[src/rtl/flop_fifo_hs.sv]
// Flop-array FIFO with valid/ready handshake, occupancy, watermark and peak tracking.
// Optional same-cycle empty bypass enabled by defining FLOP_FIFO_HS_BYPASS_EN.

module flop_fifo_hs_entry #(
   parameter int WIDTH = 8
) (
   input  logic             clk,
   input  logic             we,
   input  logic [WIDTH-1:0] d,
   output logic [WIDTH-1:0] q
);
   // storage is intentionally not reset; out_valid gates its visibility
   always_ff @(posedge clk) begin
      if (we) q <= d;
   end
endmodule

module flop_fifo_hs #(
   parameter int WIDTH = 8,
   parameter int DEPTH = 16,
   parameter int CW    = $clog2(DEPTH+1)
) (
   input  logic             clk,
   input  logic             sync_rst,
   input  logic             in_valid,
   input  logic [WIDTH-1:0] in_data,
   output logic             in_ready,
   output logic             out_valid,
   output logic [WIDTH-1:0] out_data,
   input  logic             out_ready,
   input  logic [CW-1:0]    cfg_watermark,
   output logic [CW-1:0]    count,
   output logic             watermark,
   output logic             half_full,
   output logic [CW-1:0]    max_count,
   input  logic             clr_stats
);
   localparam int            PW       = $clog2(DEPTH);
   localparam logic [PW-1:0] LAST_PTR = PW'(DEPTH-1);
   localparam logic [CW-1:0] FULL_CNT = CW'(DEPTH);
   localparam logic [CW-1:0] HALF_CNT = CW'(DEPTH/2);

   logic [DEPTH-1:0][WIDTH-1:0] mem;
   logic [PW-1:0]               wr_ptr, rd_ptr;
   logic [CW-1:0]               cnt_q, cnt_d, max_q, max_d;
   logic                        empty, full;
   logic                        push, pop, push_st, pop_st;

   assign empty = (cnt_q == '0);
   assign full  = (cnt_q == FULL_CNT);

   // ready depends only on registered occupancy, never on out_ready
   assign in_ready = !sync_rst && !full;
   assign push     = in_valid && in_ready;
   assign pop      = out_valid && out_ready;

`ifdef FLOP_FIFO_HS_BYPASS_EN
   logic bypass;
   // an empty FIFO forwards the producer word straight to the consumer
   assign out_valid = !sync_rst && (!empty || in_valid);
   assign out_data  = empty ? in_data : mem[rd_ptr];
   assign bypass    = empty && in_valid && out_ready;
   assign push_st   = push && !bypass;
   assign pop_st    = pop && !empty;
`else
   assign out_valid = !sync_rst && !empty;
   assign out_data  = mem[rd_ptr];
   assign push_st   = push;
   assign pop_st    = pop;
`endif

   for (genvar i = 0; i < DEPTH; i++) begin : g_ent
      flop_fifo_hs_entry #(.WIDTH(WIDTH)) u_ent (
         .clk (clk),
         .we  (push_st && (wr_ptr == PW'(i))),
         .d   (in_data),
         .q   (mem[i])
      );
   end

   always_comb begin
      cnt_d = cnt_q;
      case ({push_st, pop_st})
         2'b10:   cnt_d = cnt_q + CW'(1);
         2'b01:   cnt_d = cnt_q - CW'(1);
         default: cnt_d = cnt_q;
      endcase
   end

   // clear reloads the peak from the post-update occupancy
   always_comb begin
      max_d = max_q;
      if (clr_stats)          max_d = cnt_d;
      else if (cnt_d > max_q) max_d = cnt_d;
   end

   always_ff @(posedge clk) begin
      if (sync_rst) begin
         wr_ptr <= '0;
         rd_ptr <= '0;
         cnt_q  <= '0;
         max_q  <= '0;
      end else begin
         if (push_st) wr_ptr <= (wr_ptr == LAST_PTR) ? '0 : wr_ptr + PW'(1);
         if (pop_st)  rd_ptr <= (rd_ptr == LAST_PTR) ? '0 : rd_ptr + PW'(1);
         cnt_q <= cnt_d;
         max_q <= max_d;
      end
   end

   // status is masked during reset so it reads as empty immediately
   assign count     = sync_rst ? '0 : cnt_q;
   assign max_count = sync_rst ? '0 : max_q;
   assign watermark = (count >= cfg_watermark);
   assign half_full = (count >= HALF_CNT);

   a_in_stable: assert property (@(posedge clk) disable iff (sync_rst)
      (in_valid && !in_ready) |=> (in_valid && $stable(in_data)));

endmodule

[config.mk]
export PLATFORM = sky130hd
export DESIGN_NAME = flop_fifo_hs
export DESIGN_NICKNAME = d
export VERILOG_FILES = /design/src/rtl/flop_fifo_hs.sv
export SDC_FILE = /design/constraint.sdc
export NUM_CORES = 1
export LEC_CHECK = 0
export CAP_MARGIN = 10
export CORE_MARGIN = 2
export CORE_UTILIZATION = 59
export DETAILED_ROUTE_END_ITERATION = 10
export PLACE_DENSITY_LB_ADDON = 0.12
export SLEW_MARGIN = 20
export SYNTH_ARGS = -nofsm -noshare
export SYNTH_HDL_FRONTEND = slang
export SYNTH_HIERARCHICAL = 1
export SYNTH_SLANG_ARGS = --single-unit
[constraint.sdc]
create_clock -name clk -period 5.1 [get_ports clk]
set_clock_uncertainty 0.1 [all_clocks]
set_input_delay 1.02 -clock clk [delete_from_list [all_inputs] [get_ports clk]]
set_output_delay 1.02 -clock clk [all_outputs]
set_load 0.1 [all_outputs]
# Yosys cells after proc, flatten, opt, wreduce, memory -nomap -nowiden
# Index checks and enable logic that the tools add are counted.
# W data, S select, Z words.
# word_totals
register_bits,146
input_bits,18
output_inout_bits,22
wordCells,82
# op_classes
n_addsub,4
n_lt_le_gt_ge,4
n_eq_ne,19
muxes,9
n_reduce_logical,26
# op_table
op,n
$eq A4 B4 Y1 const B,9
$bmux W8 S4,1
$logic_and A1 B1 Y1,20
$mux W5,4
$eq A4 B3 Y1 const B,4
$pmux W5 S2,1
$add A4 B1 Y4 const B,2
$eq A4 B2 Y1 const B,2
$mux W4,2
$mux W8,1
$add A5 B1 Y5 const B,1
$eq A5 B5 Y1 const B,1
$ge A5 B4 Y1 const B,1
$ge A5 B5 Y1,1
$gt A5 B5 Y1,1
$logic_not A5 Y1,1
$lt A4 B5 Y1 const B,1
$sub A5 B1 Y5 const B,1
$eq A4 B1 Y1 const B,1
$logic_not A4 Y1,1
$logic_not A1 Y1,3
$eq A2 B1 Y1 const B,1
$eq A2 B2 Y1 const B,1
$reduce_bool A2 Y1,1

# Depth between registers and ports, before layout
# Gate-level depths: netlist of run 1.
# logic_depth
depth_word,9
depth_mapped,17
depth_no_buf,17

# Hierarchy
# Netlist of run 1, hierarchy kept.
# modules_own_cells
mod,n_inst,cells_per_inst,area_each_um2,seq_area_each_um2
flop_fifo_hs_entry,16,8,240.2,240.2
flop_fifo_hs,1,249,2456.1,360.3

# Worst setup path before layout of run 1
# No wires, ideal clock.
# synth_timing
kind,input to register
startpoint,in sync_rst
endpoint,reg max_q[0]
setup_ps,122
t_arrival_ps,5947
t_required_ps,4878
slack_ps,-1068
stages,16
n_path_buf,1
cell_sequence,clkbuf_1 > a21oi_1 > nand2_1 > inv_1 > ha_1 > ha_1 > a21o_1 > a21oi_1 > xor2_1 > o21a_1 > or2_2 > ha_1 > a21oi_1 > o21ai_0 > o32ai_2 > mux2_2
# synth_via
elab_chain_cells,7
word_cells_on_any_way,12
classes_between,order compare: 1; eq/ne: 2; mux: 3; reduce/logical: 6
# synth_rtl
item,line_no,rtl
start: declaration,24,"input logic sync_rst,"
$logic_not A1 Y1 *,66,assign out_valid = !sync_rst && !empty;
$logic_and A1 B1 Y1 *,66,
named net out_valid,28,"output logic out_valid,"
$logic_and A1 B1 Y1 *,55,assign pop = out_valid && out_ready;
named net pop,47,"logic push, pop, push_st, pop_st;"
$eq A2 B1 Y1 / $eq A2 B2 Y1 (equally long branches),83,"case ({push_st, pop_st})"
$pmux W5 S2 *,83,
named net cnt_d[4],45,"logic [CW-1:0] cnt_q, cnt_d, max_q, max_d;"
$gt A5 B5 Y1 *,94,else if (cnt_d > max_q) max_d = cnt_d;
$reduce_bool A2 Y1 (no source line) *,--,
end signal: assignment,107,max_q <= max_d;
end: declaration,45,
# The timed path passes the listed nets; every way through them passes the cells marked *. The select of a mux whose other input is x is not followed.
# A chain may end at the register's enable or synchronous reset.

# Worst setup path in the final report of run 1
# layout_timing
startpoint,in sync_rst
endpoint,reg max_q[3]
# layout_via
elab_chain_cells,7
word_cells_on_any_way,12
classes_between,order compare: 1; eq/ne: 2; mux: 3; reduce/logical: 6
# layout_rtl
item,line_no
$logic_not A1 Y1 *,66
$logic_and A1 B1 Y1 *,66
$logic_and A1 B1 Y1 *,55
named net pop,47
$eq A2 B1 Y1 / $eq A2 B2 Y1 (equally long branches),83
$pmux W5 S2 *,83
named net cnt_d[4],45
$gt A5 B5 Y1 *,94
$reduce_bool A2 Y1 (no source line) *,--
# Marks and branches as above.

==> results.rst, run 1 <==
.. list-table::
   :header-rows: 1

   * - Metric
     - Value
   * - Average cell area after synthesis
     - 16.7 µm²
   * - Total Power Consumption
     - 2.96 mW
   * - Worst Hold Class
     - reg -> reg
   * - H-tree Lvls
     - 4
   * - Dominant cells by area after synthesis
     - edfxtp_1 61%, mux4_2 8.2%, dfxtp_1 5.7%, ha_1 3.8%, mux4_1 3.8%
   * - Worst hold stages
     - 2
   * - Pins over their slew limit
     - 0
   * - Clock insertion delay at the later pin of the skew report
     - 0.51 ns
   * - Placer Congestion
     - 0.792
   * - WL per Instance
     - 21.1 µm
   * - Post-route core utilization
     - 71.0%
   * - Internal cell power
     - 2.15 mW
   * - Part of the Yosys area used for sequential elements
     - 66.7%
   * - Leading cell types by count after synthesis
     - 128 x edfxtp_1, 26 x nor2_1, 23 x mux4_2
   * - Crit path DAT
     - 4.94 ns
   * - Worst path bufs/invs
     - 2
   * - Number of hold-repair buffers added at the cts stage
     - 0
   * - Share of the synthesized area in the top cell type
     - 61.0%
   * - Critical R2R Launch
     - cnt_q[2]
   * - Core area
     - 10300 µm²
   * - Initial antenna violation count
     - 0
   * - Final hold violations
     - 0
   * - Setup violations, final
     - 0
   * - Initial core utilization
     - 61.0%
   * - Clock transition time at the flip-flop clock pins of the worst setup and hold paths
     - 0.06 ns
   * - Die span in y
     - 107 µm
   * - CTS tree
     - yes
   * - Worst setup SP type
     - input port
   * - Syn Nets
     - 415
   * - Buffer levels on the longest clock path
     - 2
   * - Number of nets at the end of the flow
     - 465
   * - DRC violation total after the first TritonRoute iteration
     - 310
   * - Net Switching
     - 0.812 mW
   * - Die W
     - 107 µm
   * - Number of resized instances in the post-cts repair step
     - 0
   * - TritonCTS Sinks
     - 146
   * - Compound-gate portion of the synthesized area
     - 5.10%
   * - Share of power burned in registers
     - 45.7%
   * - Number of cells in the design after placement
     - 544
   * - Post-Synthesis Cell Area
     - 6300 µm²
   * - Area fraction in and, or, nand and nor cells after synthesis
     - 6.10%
   * - Post-layout instance count excluding filler cells
     - 576
   * - Drt via density
     - 5.95
   * - Die area
     - 11500 µm²
   * - Final-layout worst hold slack
     - 0.482 ns
   * - Largest net degree at the start of global routing
     - 31
   * - Adder-cell share of the synthesized area
     - 4.09%
   * - Detailed-routing iteration count for the pre-antenna-repair pass
     - 4
   * - Yosys warning total
     - 6
   * - Worst Path Max Fanout
     - 6
   * - Worst R2R End
     - max_q[3]
   * - Final period demand of the worst path
     - 4.64 ns
   * - Gr usage total
     - 23.1%
   * - Slowest stage delay, CP
     - 0.58 ns
   * - # DRC
     - 0
   * - Worst reg2reg setup slack
     - 0.57 ns
   * - Upper clock frequency limit
     - 215 MHz
   * - CP required
     - 5.40 ns
   * - Ys flop type
     - edfxtp_1
   * - Most frequent cell after synthesis
     - edfxtp_1
   * - Antenna fix cells
     - 0
   * - Type of destination of the critical path
     - flip-flop
   * - Combinational share of power
     - 16.8%
   * - Part of the power in the clock network
     - 37.5%
   * - Fraction of synthesized area in multiplexers
     - 14.1%
   * - Reg2reg path depth
     - 16
   * - Fraction of synthesized cell area in xor and xnor cells
     - 0.695%
   * - Worst-case setup margin in the final layout
     - 0.459 ns
   * - Placed wire-length estimate
     - 7760 µm
   * - Aggregate negative setup slack
     - 0 ns
   * - Switching portion of total power
     - 27.4%
   * - Fraction of final layout cells with drive strength greater than 1
     - 23.6%
   * - DP Area
     - 6800 µm²
   * - Worst Path Class, Setup
     - in -> reg
   * - Gate Count Post-Synth
     - 377
   * - Family of cells with the greatest summed delay on the critical path
     - compound AO/OA/AOI/OAI gates
   * - Final cell area excluding filler cells
     - 7330 µm²
   * - Library cell used as clock root buffer
     - clkbuf_8
   * - Worst-Margin Slew
     - 0.977 ns
   * - Number of buffers inserted to repair setup after CTS
     - 0
   * - Total overflow reported by the global router
     - 0
   * - Worst max-slew margin expressed relative to the limit
     - 34.6%
   * - Wire length of the first global-routing pass
     - 19100 µm
   * - Number of placement rows
     - 37
   * - Total length of routed wires
     - 12200 µm
   * - RSZ-0062 raised after global routing
     - no
   * - Critical path's slowest cell
     - clkdlybuf4s50_1
   * - Final worst-path cycle share
     - 91.0%
   * - Number of global-route vias before repair
     - 3477
   * - Dominant cell type by area after synthesis
     - edfxtp_1
   * - Vias post-DR
     - 3430
   * - Residual antenna-violating net count after detailed routing
     - 0
   * - Max VDD drop
     - 304 µV
   * - Worst Min Path Start
     - wr_ptr[1]
   * - Asr flop ratio synth
     - 0%
   * - PortBufs
     - 39
   * - CTS buffer count
     - 17
   * - Cells traversed along the worst timing path
     - clkdlybuf4s50_1 > a21oi_4 > nand2_1 > inv_1 > ha_1 > fa_1 > a21o_1 > a21oi_1 > xor2_1 > o21a_1 > or2_2 > ha_1 > a21oi_1 > o21ai_0 > o32ai_2 > mux2_2
   * - Synth Register Bits
     - 146
   * - Cell Pwr Density
     - 404 nW/µm²
   * - Combinational family with the most area after synthesis
     - multiplexers
   * - Max-capacitance violation count
     - 0
   * - Number of distinct library cells after synthesis
     - 44
   * - Post-place setup slack
     - -0.0695 ns
   * - Status
     - completed
   * - LEAKAGE
     - 2.49 nW
   * - Endpoint of the worst hold path
     - wr_ptr[1]
   * - I/O pin count
     - 40
   * - Area added between synthesis and finish
     - 16.3%
   * - Number of synthesized flops with an enable pin
     - 128
[state kept, by name, indices dropped and copies added (netlist names)]
register and cells:
wr_ptr 4, max_q 5, g_ent.u_ent/q 128, rd_ptr 4, cnt_q 5
[power by group through the flow]
stage          Clock [mW]  Sequential, mW  Combinational [mW]
5_1_grt              1.18            1.36               0.536
2_1_floorplan           0            1.36               0.401
3_3_place_gp            0            1.38               0.489
6_report             1.11            1.35               0.498
3_5_place_dp            0            1.38               0.500
4_1_cts              1.12            1.35               0.502
[area by class of cell]
cell class	count	area [µm²]
fill	651	2990
inverter	15	56.3
tap	136	170
timing repair buffer	51	443
sequential	146	4210
multi-input combinational	196	1920
clock inverter	14	116
clock buffer	18	418
[worst max-delay path by stage]
| stage | depth (start not counted) | from | slack, ns | to |
|---|---|---|---|---|
| CTS | 5 | rd_ptr[0] | 0.45 | out_data[2] |
| global placement | 16 | in_valid | 0.09 | max_q[2] |
| detailed placement | 16 | sync_rst | -0.07 | max_q[3] |
| global route | 16 | sync_rst | 0.20 | max_q[3] |
| floorplan | 16 | sync_rst | 0.01 | max_q[0] |
| finish | 16 | sync_rst | 0.46 | max_q[3] |
[tightest hold or removal path: cells and delay by family, from the launching register on]
family / cells / cell delay, ns
flops: 1 / 0.35
buf+inv: 1 / 0.11
compound gates: 1 / 0.08
[routing by layer]
layer / part of all wire, % / global-route usage, % / up-vias
met1: 42 / 31.7 / 1742
met3: 5.9 / 5.75 / 10
met5: 0 / 0 / -
met2: 51 / 37.4 / 111
li1: - / - / 1567
met4: 1.1 / 6.59 / 0
[cell families after synthesis]
logic type / count (synthesis)
adder cells (fa/ha/maj): 20
XOR/XNOR: 5
multiplexers: 45
buffers and inverters: 35
AND/OR/NAND/NOR: 78
flip-flops: 146
AO/OA/AOI/OAI: 48
[layout by cell type, fill, tap and decap left out, drive strengths merged, types with 4 or more instances in the layout]
| cell type | synthesis | final |
|---|---|---|
| dfxtp | 18 | 18 |
| edfxtp | 128 | 128 |
| mux4 | 32 | 32 |
| nand2b | 5 | 5 |
| nor3 | 5 | 5 |
| mux2i | 8 | 8 |
| inv | 15 | 16 |
| clkbuf | 5 | 18 |
| clkdlybuf4s50 | 0 | 19 |
| nand2 | 17 | 17 |
| a211oi | 10 | 10 |
| xor2 | 4 | 4 |
| nor2 | 26 | 26 |
| o21ai | 4 | 4 |
| mux2 | 5 | 5 |
| ha | 19 | 19 |
| a21oi | 22 | 22 |
| clkinv | 0 | 9 |
| nor2b | 15 | 15 |
| buf | 15 | 32 |
Power figures use the tool's default switching activity.
==> inputs of run 2 (changes only) <==
--- a/config.mk
+++ b/config.mk
@@ -6,11 +6,11 @@
 export NUM_CORES = 1
 export LEC_CHECK = 0
 export CAP_MARGIN = 10
+export CORE_ASPECT_RATIO = 1.4
 export CORE_MARGIN = 2
 export CORE_UTILIZATION = 59
 export DETAILED_ROUTE_END_ITERATION = 10
 export PLACE_DENSITY_LB_ADDON = 0.12
-export SLEW_MARGIN = 20
 export SYNTH_ARGS = -nofsm -noshare
 export SYNTH_HDL_FRONTEND = slang
 export SYNTH_HIERARCHICAL = 1
==> run 2 against run 1 <==
Clock power is 16% higher. Final cell count increased by 1.0%. Non-clock buffer count up 4. Critical path type unchanged. Critical endpoint is now max_q[2].
==> results.rst, run 2 (same netlist as run 1, synthesis figures left out) <==
.. list-table::
   :header-rows: 1

   * - Metric
     - Value
   * - Worst Min Path Start
     - rd_ptr[3]
   * - Placer Congestion
     - 0.775
   * - Fill cell total of the finished layout
     - 657
   * - Drt via density
     - 5.85
   * - Wire length of the first global-routing pass
     - 19000 µm
   * - Max-capacitance violation count
     - 0
   * - Final period demand of the worst path
     - 4.67 ns
   * - Final hold violations
     - 0
   * - Buffer levels on the longest clock path
     - 2
   * - Total overflow reported by the global router
     - 0
   * - Core area
     - 10400 µm²
   * - Reg2reg path depth
     - 16
   * - Aggregate negative setup slack
     - 0 ns
   * - Placed wire-length estimate
     - 8120 µm
   * - Cells traversed along the worst timing path
     - clkdlybuf4s50_1 > a21oi_4 > nand2_1 > inv_1 > ha_1 > fa_1 > a21o_1 > a21oi_1 > xor2_1 > o21a_1 > or2_2 > ha_1 > a21oi_1 > o21ai_0 > o32ai_2 > mux2_2
   * - Top flop regs
     - g_ent.u_ent/q: 128 flops, cnt_q: 5 flops, max_q: 5 flops
   * - CTS tree
     - yes
   * - Worst reg2reg setup slack
     - 0.64 ns
   * - Initial antenna violation count
     - 0
   * - Pins over their slew limit
     - 0
   * - Setup violations, final
     - 0
   * - Largest reg by FF count
     - g_ent.u_ent/q
   * - Detailed-routing iteration count for the pre-antenna-repair pass
     - 4
   * - Antenna fix cells
     - 0
   * - DRC violation total after the first TritonRoute iteration
     - 303
   * - Number of nets at the end of the flow
     - 469
   * - DP Area
     - 6830 µm²
   * - # DRC
     - 0
   * - Area added between synthesis and finish
     - 18.2%
   * - Worst hold stages
     - 2
   * - Final-layout worst hold slack
     - 0.421 ns
   * - Total Power Consumption
     - 3.14 mW
   * - Worst setup SP type
     - input port
   * - Status
     - completed
   * - I/O pin count
     - 40
   * - Clock transition time at the flip-flop clock pins of the worst setup and hold paths
     - 0.06 ns
   * - Worst R2R End
     - max_q[2]
   * - Crit path DAT
     - 4.87 ns
   * - Die span in y
     - 126 µm
   * - Slowest stage delay, CP
     - 0.58 ns
   * - Post-place setup slack
     - -0.0239 ns
   * - Worst-Margin Slew
     - 1.03 ns
   * - H-tree Lvls
     - 4
   * - Initial core utilization
     - 60.5%
   * - Gr usage total
     - 22.6%
   * - Worst-case setup margin in the final layout
     - 0.432 ns
   * - Die area
     - 11500 µm²
   * - CTS buffer count
     - 17
   * - TritonCTS Sinks
     - 146
   * - Cell Pwr Density
     - 421 nW/µm²
   * - CP required
     - 5.30 ns
   * - LEAKAGE
     - 2.55 nW
   * - Worst path bufs/invs
     - 2
   * - RSZ-0062 raised after global routing
     - no
   * - Critical path's slowest cell
     - clkdlybuf4s50_1
   * - Die W
     - 91.3 µm
   * - Total length of routed wires
     - 12300 µm
   * - Number of resized instances in the post-cts repair step
     - 0
   * - Number of placement rows
     - 44
   * - Clock insertion delay at the later pin of the skew report
     - 0.41 ns
   * - Residual antenna-violating net count after detailed routing
     - 0
   * - Worst Hold Class
     - reg -> reg
   * - Final worst-path cycle share
     - 91.5%
   * - Family of cells with the greatest summed delay on the critical path
     - compound AO/OA/AOI/OAI gates
   * - Worst Path Max Fanout
     - 6
   * - Post-route core utilization
     - 71.5%
   * - Library cell used as clock root buffer
     - clkbuf_16
   * - Vias post-DR
     - 3404
   * - Worst Path Class, Setup
     - in -> reg
   * - Final cell area excluding filler cells
     - 7440 µm²
   * - PortBufs
     - 39
   * - Number of cells in the design after placement
     - 550
   * - Number of hold-repair buffers added at the cts stage
     - 0
   * - Worst max-slew margin expressed relative to the limit
     - 30.8%
   * - Upper clock frequency limit
     - 214 MHz
   * - Post-layout instance count excluding filler cells
     - 582
   * - WL per Instance
     - 21.1 µm
   * - Type of destination of the critical path
     - flip-flop
   * - Largest net degree at the start of global routing
     - 20
   * - Critical R2R Launch
     - cnt_q[2]
   * - Number of global-route vias before repair
     - 3510
   * - Endpoint of the worst hold path
     - rd_ptr[3]
   * - Number of flip-flops under the largest register name
     - 128
   * - Fraction of final layout cells with drive strength greater than 1
     - 24.1%
   * - Max VDD drop
     - 292 µV
   * - Commonest non-fill, non-tap cells in the layout
     - 128 x edfxtp_1, 35 x buf_4, 25 x nor2_1, 23 x mux4_2, 20 x a21oi_1
   * - Leading cell type in the layout, fill and taps excluded
     - edfxtp_1
   * - Number of buffers inserted to repair setup after CTS
     - 0
==> run 2: worst max-delay path by stage <==
stage                     startpoint       end  cells after the start
after CTS                   sync_rst  max_q[2]                     16
after global routing        sync_rst  max_q[1]                     16
after floorplan             sync_rst  max_q[0]                     16
after detailed placement    sync_rst  max_q[2]                     16
final                       sync_rst  max_q[2]                     16
after global placement      in_valid  max_q[1]                     16
==> run 2: where the power goes <==
| part | leakage, nW | switching, mW | internal [mW] | total, mW |
|---|---|---|---|---|
| logic | 0.956 | 0.315 | 0.181 | 0.496 |
| clock network | 0.295 | 0.470 | 0.819 | 1.29 |
| registers | 1.30 | 0.0281 | 1.32 | 1.35 |
==> run 2: final cells by class <==
cell class                 instances  area [µm²]  share of cell area [%]
inverter                          15        56.3                   0.756
sequential                       146        4210                    56.5
timing repair buffer              55         473                    6.35
tap                              138         173                    2.32
clock inverter                    13         184                    2.47
multi-input combinational        196        1920                    25.8
clock buffer                      19         433                    5.82
==> run 2: routing by layer <==
layer	track usage (%)	vias up	wire [µm]
met3	4.90	13	545
met1	28.0	1708	4860
met2	40.0	100	6750
li1	-	1583	-
met5	0	-	0
met4	6.86	0	138
==> run 2: tightest hold or removal path, stage by stage (launching register included) <==
cell and delay [ns]:
dfxtp_1 0.33, o21ai_0 0.08, a21oi_1 0.06
==> inputs of run 3 (changes only) <==
--- a/config.mk
+++ b/config.mk
@@ -8,9 +8,10 @@
 export CAP_MARGIN = 10
 export CORE_ASPECT_RATIO = 1.4
 export CORE_MARGIN = 2
-export CORE_UTILIZATION = 59
+export CORE_UTILIZATION = 63
 export DETAILED_ROUTE_END_ITERATION = 10
 export PLACE_DENSITY_LB_ADDON = 0.12
+export SETUP_SLACK_MARGIN = 0.1
 export SYNTH_ARGS = -nofsm -noshare
 export SYNTH_HDL_FRONTEND = slang
 export SYNTH_HIERARCHICAL = 1
==> constraint.sdc (replaced) <==
create_clock -name clk -period 6.05 [get_ports clk]
set_clock_uncertainty 0.1 [all_clocks]
set_input_delay 1.21 -clock clk [delete_from_list [all_inputs] [get_ports clk]]
set_output_delay 1.21 -clock clk [all_outputs]
set_load 0.1 [all_outputs]
==> run 3 against run 2 <==
Die area fell by 6.1%. Worst hold slack better by 0.080 ns. First-iteration DRC count fell by 44%. Critical path type unchanged.
==> results.rst, run 3 (same netlist as run 1, synthesis figures left out) <==
.. list-table::
   :header-rows: 1

   * - Metric
     - Value
   * - Critical path's slowest cell
     - clkdlybuf4s50_1
   * - Worst Path Class, Setup
     - in -> reg
   * - Clock transition time at the flip-flop clock pins of the worst setup and hold paths
     - 0.06 ns
   * - Final worst-path cycle share
     - 83.4%
   * - CP required
     - 6.25 ns
   * - Post-route core utilization
     - 75.0%
   * - Commonest non-fill, non-tap cells in the layout
     - 128 x edfxtp_1, 27 x clkdlybuf4s50_1, 26 x nor2_1, 23 x mux4_2, 22 x buf_4
   * - Setup violations, final
     - 0
   * - Fill cell total of the finished layout
     - 606
   * - Leading cell type in the layout, fill and taps excluded
     - edfxtp_1
   * - CTS tree
     - yes
   * - DRC violation total after the first TritonRoute iteration
     - 169
   * - Cells traversed along the worst timing path
     - clkdlybuf4s50_1 > a211oi_2 > buf_4 > inv_1 > ha_1 > fa_1 > a21o_1 > a21oi_1 > xor2_1 > o21a_1 > or2_2 > ha_1 > a21oi_1 > o21ai_0 > o32ai_2 > mux2_2
   * - Flip-flop and latch area
     - 4210 µm²
   * - Combinational share of power
     - 15.7%
   * - Antenna fix cells
     - 0
   * - Worst-Margin Slew
     - 1.02 ns
   * - Drt via density
     - 5.92
   * - Gr usage total
     - 23.7%
   * - Part of the power in the clock network
     - 40.4%
   * - Core area
     - 9850 µm²
   * - Residual antenna-violating net count after detailed routing
     - 0
   * - Upper clock frequency limit
     - 198 MHz
   * - LEAKAGE
     - 2.51 nW
   * - Net Switching
     - 0.682 mW
   * - Pins over their slew limit
     - 0
   * - Placer Congestion
     - 0.750
   * - Slowest stage delay, CP
     - 0.54 ns
   * - Number of buffers inserted to repair setup after CTS
     - 0
   * - # DRC
     - 0
   * - Total length of routed wires
     - 11700 µm
   * - I/O pin count
     - 40
   * - Worst max-slew margin expressed relative to the limit
     - 32.0%
   * - Fraction of final layout cells with drive strength greater than 1
     - 21.0%
   * - Cell Pwr Density
     - 352 nW/µm²
   * - Initial core utilization
     - 64.0%
   * - Worst-case setup margin in the final layout
     - 1.00 ns
   * - Crit path DAT
     - 5.24 ns
   * - Number of resized instances in the post-cts repair step
     - 0
   * - Number of flip-flops under the largest register name
     - 128
   * - Family of cells with the greatest summed delay on the critical path
     - compound AO/OA/AOI/OAI gates
   * - Total Power Consumption
     - 2.60 mW
   * - Status
     - completed
   * - Library cell used as clock root buffer
     - clkbuf_16
   * - Share of power burned in registers
     - 43.9%
   * - Max VDD drop
     - 322 µV
   * - Worst path bufs/invs
     - 3
   * - Final period demand of the worst path
     - 5.05 ns
   * - Initial antenna violation count
     - 0
   * - Worst Path Max Fanout
     - 11
   * - Switching portion of total power
     - 26.2%
   * - Final hold violations
     - 0
   * - Area added between synthesis and finish
     - 17.2%
   * - Wire length of the first global-routing pass
     - 18100 µm
   * - Buffer levels on the longest clock path
     - 2
   * - Clock insertion delay at the later pin of the skew report
     - 0.41 ns
   * - Number of global-route vias before repair
     - 3447
   * - Final-layout worst hold slack
     - 0.501 ns
   * - Aggregate negative setup slack
     - 0 ns
   * - PortBufs
     - 39
   * - Post-place setup slack
     - 0.579 ns
   * - Die area
     - 10800 µm²
   * - Vias post-DR
     - 3394
   * - WL per Instance
     - 20.3 µm
   * - Top flop regs
     - g_ent.u_ent/q: 128 flops, cnt_q: 5 flops, max_q: 5 flops
   * - Footprint of the multi-input gates
     - 1910 µm²
   * - Die span in y
     - 122 µm
   * - Number of nets at the end of the flow
     - 463
   * - TritonCTS Sinks
     - 146
   * - Largest reg by FF count
     - g_ent.u_ent/q
   * - Number of placement rows
     - 43
   * - Worst setup SP type
     - input port
   * - CTS buffer count
     - 17
   * - Worst Hold Class
     - reg -> reg
   * - RSZ-0062 raised after global routing
     - no
   * - Max-capacitance violation count
     - 0
   * - Die W
     - 88.5 µm
   * - Largest net degree at the start of global routing
     - 24
   * - Type of destination of the critical path
     - flip-flop
   * - H-tree Lvls
     - 4
   * - Detailed-routing iteration count for the pre-antenna-repair pass
     - 5
   * - Internal cell power
     - 1.92 mW
   * - Total overflow reported by the global router
     - 0
   * - Number of hold-repair buffers added at the cts stage
     - 0
   * - Placed wire-length estimate
     - 7950 µm
run 3: cell types whose count changed in the layout (fill, tap and decap cells not counted), sizes merged:
cell / change
bufinv: -1
clkinvlp: -2
inv: -1
buf: -14
clkinv: +6
clkbuf: -2
clkdlybuf4s50: +8
run 3: worst paths after layout:
check	to	slack (ns)	cells after the start	startpoint
setup reg to reg	max_q[1]	1.59	16	cnt_q[2]
hold reg to reg	wr_ptr[1]	0.50	2	wr_ptr[1]
hold / removal	wr_ptr[1]	0.50	2	wr_ptr[1]
setup / recovery	max_q[1]	1.00	16	sync_rst
run 3: tightest hold or removal path, delay by kind of cell, from the launching register on:
| kind | cells | cell delay [ns] |
|---|---|---|
| flip-flops | 1 | 0.35 |
| buffers and inverters | 1 | 0.11 |
| AO/OA/AOI/OAI | 1 | 0.09 |
run 3: final cells by class:
type	instances	area share (%)
Clock buffer	17	5.76
Clock inverter	15	2.52
Inverter	15	0.763
Multi-Input combinational cell	196	25.8
Sequential cell	146	57.0
Tap cell	135	2.29
Timing Repair Buffer	49	5.90
run 3: power groups by stage:
stage                     Combinational [mW]  Sequential, mW  Clock (mW)
after global placement                 0.402            1.16           0
final                                  0.408            1.14        1.05
after floorplan                        0.335            1.15           0
after CTS                              0.413            1.14        1.07
after detailed placement               0.411            1.16           0
after global routing                   0.442            1.15        1.11
run 3: routing by layer:
layer  vias to the layer above  global-route usage (%)  part of all wire [%]  routed length (µm)
met3                        13                    5.25                   3.5                 406
met5                         -                       0                     0                   0
met1                      1720                    28.0                    39                4550
met4                         0                    10.1                   1.5                 174
met2                        91                    41.2                    56                6530
li1                       1570                       -                     -                   -
run 3: metrics by stage:
| step | instance area (µm²) | instances |
|---|---|---|
| after floorplan | 6310 | 377 |
| after global placement | 6770 | 541 |
| after detailed placement | 6770 | 541 |
| after CTS | 7380 | 573 |
| after global routing | 7380 | 573 |
| final | 7380 | 573 |
